`config.mk`:
```
export PLATFORM = sky130hd
export DESIGN_NAME = serial_word_receiver
export DESIGN_NICKNAME = d
export VERILOG_FILES = /design/src/rtl/serial_word_receiver.sv
export SDC_FILE = /design/constraint.sdc
export NUM_CORES = 1
export LEC_CHECK = 0
export BUFFER_PORTS_ARGS = -buffer_cell sky130_fd_sc_hd__clkbuf_2
export CORE_UTILIZATION = 50
export DETAILED_ROUTE_END_ITERATION = 6
export GPL_ROUTABILITY_DRIVEN = 1
export PLACE_DENSITY_LB_ADDON = 0.25
export SYNTH_ARGS = -nofsm -noshare
export SYNTH_HDL_FRONTEND = slang
export SYNTH_SLANG_ARGS = --single-unit
```
`constraint.sdc`:
```
create_clock -name clk -period 5 [get_ports clk]
set_clock_uncertainty 0.15 [all_clocks]
set_input_delay 0.75 -clock clk [delete_from_list [all_inputs] [get_ports clk]]
set_output_delay 0.75 -clock clk [all_outputs]
set_load 0.005 [all_outputs]
```
`src/rtl/serial_word_receiver.sv`:
```
// Serial-in, parallel-out word receiver.
// Assembles WIDTH framed serial bits into a word and holds it on a
// valid/ready output register; flags overrun when a completed word
// arrives while the previous one is still unconsumed.
//
// state | meaning
// IDLE  | no frame in progress, waiting for BitValid & FrameStart
// SHIFT | frame partially received, count_q bits collected so far
module serial_word_receiver #(
    parameter int WIDTH     = 8,
    parameter bit LSB_FIRST = 1'b1
) (
    input  logic             clk,
    input  logic             rst_n,
    input  logic             SerialInput,
    input  logic             BitValid,
    input  logic             FrameStart,
    input  logic             DataReady,
    input  logic             ClearOverrun,
    output logic [WIDTH-1:0] ParallelOutput,
    output logic             DataValid,
    output logic             Overrun,
    output logic             Busy
);

    localparam int CW = $clog2(WIDTH + 1);

    typedef enum logic {
        IDLE  = 1'b0,
        SHIFT = 1'b1
    } state_t;

    state_t           state_q, state_d;
    logic [CW-1:0]    count_q, count_d;
    logic [WIDTH-1:0] sr_q, sr_d;
    logic [WIDTH-1:0] po_q, po_d;
    logic             dv_q, dv_d;
    logic             ov_q, ov_d;
    logic [WIDTH-1:0] shift_base;
    logic [WIDTH-1:0] shifted;
    logic             complete;

    // Shift register contents after taking in the current bit; a frame
    // start shifts into a cleared register so aborted bits never leak.
    always_comb begin
        shift_base = FrameStart ? '0 : sr_q;
        if (LSB_FIRST) begin
            shifted = {SerialInput, shift_base[WIDTH-1:1]};
        end else begin
            shifted = {shift_base[WIDTH-2:0], SerialInput};
        end
    end

    // Frame sequencing: next state, bit counter, shift register, completion.
    always_comb begin
        state_d  = state_q;
        count_d  = count_q;
        sr_d     = sr_q;
        complete = 1'b0;
        if (BitValid) begin
            case (state_q)
                IDLE: begin
                    if (FrameStart) begin
                        sr_d    = shifted;
                        count_d = CW'(1);
                        state_d = SHIFT;
                    end
                end
                SHIFT: begin
                    if (FrameStart) begin
                        sr_d    = shifted;
                        count_d = CW'(1);
                    end else if (count_q == CW'(WIDTH - 1)) begin
                        // Last bit: word goes straight to the output stage.
                        complete = 1'b1;
                        count_d  = '0;
                        state_d  = IDLE;
                    end else begin
                        sr_d    = shifted;
                        count_d = count_q + CW'(1);
                    end
                end
                default: begin
                    state_d = IDLE;
                    count_d = '0;
                end
            endcase
        end
    end

    // Output stage: load/hold word, handshake, sticky overrun (set beats clear).
    always_comb begin
        po_d = po_q;
        dv_d = dv_q;
        ov_d = ov_q;
        if (ClearOverrun) begin
            ov_d = 1'b0;
        end
        if (complete) begin
            if (!dv_q || DataReady) begin
                po_d = shifted;
                dv_d = 1'b1;
            end else begin
                ov_d = 1'b1;
            end
        end else if (dv_q && DataReady) begin
            dv_d = 1'b0;
        end
    end

    // State and datapath registers.
    always_ff @(posedge clk or negedge rst_n) begin
        if (!rst_n) begin
            state_q <= IDLE;
            count_q <= '0;
            sr_q    <= '0;
            po_q    <= '0;
            dv_q    <= 1'b0;
            ov_q    <= 1'b0;
        end else begin
            state_q <= state_d;
            count_q <= count_d;
            sr_q    <= sr_d;
            po_q    <= po_d;
            dv_q    <= dv_d;
            ov_q    <= ov_d;
        end
    end

    assign ParallelOutput = po_q;
    assign DataValid      = dv_q;
    assign Overrun        = ov_q;
    assign Busy           = (state_q == SHIFT);

endmodule

```
== After elaboration in Yosys (flattened, before gate mapping) ==
Cells that the tools add are included.
Word-level totals
  register bits after elaboration: 23
  input port bits: 7
  output and inout bits: 11
  word-level logic and storage cells: 43
Operators by class
  add/subtract/negate cells: 1
  equal/unequal tests: 4
  multiplexer cells: 23
  bitwise operators: 1
  reduce and logical (&&, ||, !) cells: 8
Operators with widths (count)
  two-way mux 8 bit: 4
  case mux 8 bit (2 select lines): 1
  two-way mux 1 bit: 13
  two-way mux 4 bit: 3
  case mux 4 bit (2 select lines): 1
  AND reduction 2 bit: 3
  adder 4 x 1 -> 4 bit (second input constant): 1
  equality test 4 x 3 -> 1 bit (second input constant): 1
  != test 3 bit (second input constant): 1
  AND reduction 3 bit: 1
  != test 2 x 1 -> 1 bit (second input constant): 1
  != test 2 bit (second input constant): 1
  case mux 1 bit (2 select lines): 1
  nonzero test 2 bit: 1
  logical AND 1 bit: 1
  zero test 1 bit: 1
  logical OR 1 bit: 1
  inverter 1 bit: 1

== Depth between registers and ports, before layout ==
  word-level depth: 7
  mapped depth: 4
  mapped depth without buffers: 4

== Worst setup path after synthesis ==
OpenSTA, ideal clock, no wires.
  path kind: input port to flip-flop
  start point: input port BitValid
  end point: register po_q[7], in the netlist ParallelOutput[7]
  setup time: 125 ps
  arrival: 1764 ps
  required time: 4725 ps
  path slack: 2961 ps
  stages on the path: 4
  buffers on the path: 1
  cell sequence: buf_6 nand3b_4 nor4b_4 mux2_2
On the way
  cells in the longest elaborated chain, start to end: 2
Ends and longest elaborated chain
  start, declared: RTL line 16  | input logic BitValid,
  two-way mux 1 bit: RTL line 60  | if (BitValid) begin
  AND reduction 2 bit (no line)
  end signal, assigned: RTL line 124  | po_q <= po_d;
  end, declared: RTL line 36  | logic [WIDTH-1:0] po_q, po_d;
No other way between the ends.
A chain may end at the register's enable or synchronous reset.

== Final worst setup path ==
  start point: input port FrameStart
  end point: register po_q[6], in the netlist ParallelOutput[6]
On the way
  cells in the longest elaborated chain, start to end: 4
Ends and longest elaborated chain
  start, declared: RTL line 17  | input logic FrameStart,
  two-way mux 1 bit: RTL line 70  | if (FrameStart) begin
  two-way mux 1 bit: RTL line 61  | case (state_q)
  two-way mux 1 bit: RTL line 60
  AND reduction 2 bit (no line)
Parallel ways exist; a longest one is shown, timed or not.

==> flow_summary.toml <==
[status]
status = "finished, final reports clean"

[worst_setup_path]
crit_fanout = 13
crit_type = "in2reg"
critPathArrivalTime_ns = 2.13
required_ns = 5.05
cp_slowest_stage_delay_ns = 0.54
slowest_stage = "nor4b_4"
r2r_start = "count_q[0]"
path_cells = "clkbuf_2 > nand3b_4 > nor4b_4 > mux2_2"
startpoint_type = "input pin"
r2r_slack_ns = 3.04
r2r-end = "ParallelOutput[6]"
reg2reg_depth = 4
cp-end-kind = "register"

[detailed_routing]
drt-met1-wl_um = 837
routed_wl_um = 1680
viasPerCell = 5.52
highest_layer = "met4"
vias = 662
ant_nets = 0
wl_met3_um = 51
drc_errors = 0
wl_met2_um = 779
first_iter_violations = 0
first_pass_iters = 1
wl_per_cell_um = 14.0

[flow_run]
max_cap_violations = 0

[die]
initial_utilization_pct = 55.6
placementRows = 15
die_w_um = 46.5
chipHeight_um = 46.5
core_area_um2 = 1780
io_pins = 18
dieArea_um2 = 2160

[placement]
port_buffers = 17
gp_congestion = 0.724
dpl.hpwl_um = 1210
place_area_um2 = 1080

[cts]
cts_max_level = 1
root_buffer = "clkbuf_4"
cts_sinks = 22
clock_path_buffers = 2
clkTransAtPathRegs_ns = 0.13
cts_buffers = 3
ctsResizeCount = 0
postCtsSetupBuffers = 0
tritoncts = "built"
clkLatencyLatePin_ns = 0.31
ctsHoldBuffers = 0

[yosys]
syn_area_per_cell_um2 = 12.9
synth_cells = 77
synth_flop_cell = "dfrtp_1"
ys_ff_latch = 22
synth_area_um2 = 991
yosysWarningCount = 0
async_flop_share_pct = 100
ys_types = 27
synth_nets = 85
ys_seq_area_share_pct = 55.6
synth-edff-count = 0

[global_routing]
grt_pass1_wl_um = 2690
track_usage_pct = 18.4
first_global_vias = 606
antenna_found_initial = 0
overflow = 0
grt_max_degree = 23

[sta]
worst_pin_slew_ns = 0.589
finalSetupViolCount = 0
slew_viol_final = 0
rsz0062_at_grt = "false"
holdWs_ns = 0.252
timing.final.crit_share_pct = 41.7
fin_crit_ns = 2.08
clock.fmax_ghz = 0.480
relSlewSlack_pct = 60.5
hold_viol_final = 0
finalSetupTns_ns = 0

[power]
p_leak_nw = 0.566
worst_ir_drop_vdd_v = 0.000256
power_per_cell_area_nw_per_um2 = 423

[final_layout]
antenna_cells = 0
design_area_um2 = 1140
layout-drive-gt1-share_pct = 34.7
fin_nets = 104
area_growth_pct = 14.8

[hold_path]
hold_path_class = "in2async"
## placed cells by master (no fill, tap or decap), types with 2 or more instances in the layout
cell	n
dfrtp_1	22
clkbuf_2	17
o21ai_0	2
nor2b_1	7
mux2_2	9
nand2_1	5
nand3_1	2
inv_1	3
a22o_1	7
o22ai_1	2
clkbuf_4	3
## routing by layer
layer  global-route usage, %  up-vias
met5                       0        -
met4                    8.82        0
met3                    3.53        2
met2                    29.4       14
met1                    23.7      329
li1                        -      317
## cells in the mapped netlist, types with 2 or more instances
cell type / number / area [um2]
o21ai_0: 2 / 10.0
nand3_1: 2 / 10.0
nor2b_1: 7 / 43.8
mux2_2: 9 / 101
dfrtp_1: 22 / 551
o22ai_1: 2 / 12.5
inv_1: 3 / 11.3
nand2_1: 5 / 18.8
a22o_1: 7 / 61.3
## layout make-up
class                           instances  area, um2
Tap cell                               25       31.3
Inverter                                3       11.3
Sequential cell                        22        551
Timing Repair Buffer                   17       85.1
Multi-Input combinational cell         49        407
Clock inverter                          1       30.0
Clock buffer                            3       22.5
Fill cell                             148        646
## registers in the layout (all words and copies together) (netlist names)
name,cells
Busy,1
DataValid,1
Overrun,1
ParallelOutput,8
count_q,4
sr_q,7
## worst max-delay path by stage
stage               startpoint                 to  slack [ns]  depth (start not counted)
detailed placement  FrameStart  ParallelOutput[4]        2.56                          4
global placement    FrameStart  ParallelOutput[4]        2.58                          4
finish              FrameStart  ParallelOutput[6]        2.92                          4
global route        FrameStart  ParallelOutput[6]        2.85                          4
floorplan             BitValid  ParallelOutput[7]        2.96                          4
CTS                 FrameStart  ParallelOutput[6]        2.90                          4
## report_power, final
group | total, mW | internal [mW] | leakage (nW) | switching (mW)
combinational | 0.103 | 0.0545 | 0.246 | 0.0486
clock | 0.135 | 0.0810 | 0.0279 | 0.0545
sequential | 0.243 | 0.211 | 0.292 | 0.0318
## cell families (layout without fill, tap and decap cells)
logic type	Yosys count	after routing	synth area share [%]
flops	22	22	55.6
simple gates	22	22	15.5
compound gates	17	17	14.0
mux	9	9	10.2
buf+inv	6	24	3.41
fa+ha+maj	1	1	1.26
## through the flow
stage,power [mW],setup WS [ns],utilization [%],cells
final,0.481,2.92,63.8,120
after global placement,0.344,2.58,60.8,116
after global routing,0.509,2.85,63.8,120
after CTS,0.485,2.90,63.8,120
after detailed placement,0.350,2.56,60.8,116
after floorplan,0.317,2.96,-,77
## critical path: cells and delay by family
kind / cells / cell delay [ns]
AND/OR/NAND/NOR: 2 / 0.78
multiplexers: 1 / 0.40
buffers and inverters: 1 / 0.20
Power figures use the tool's default switching activity.
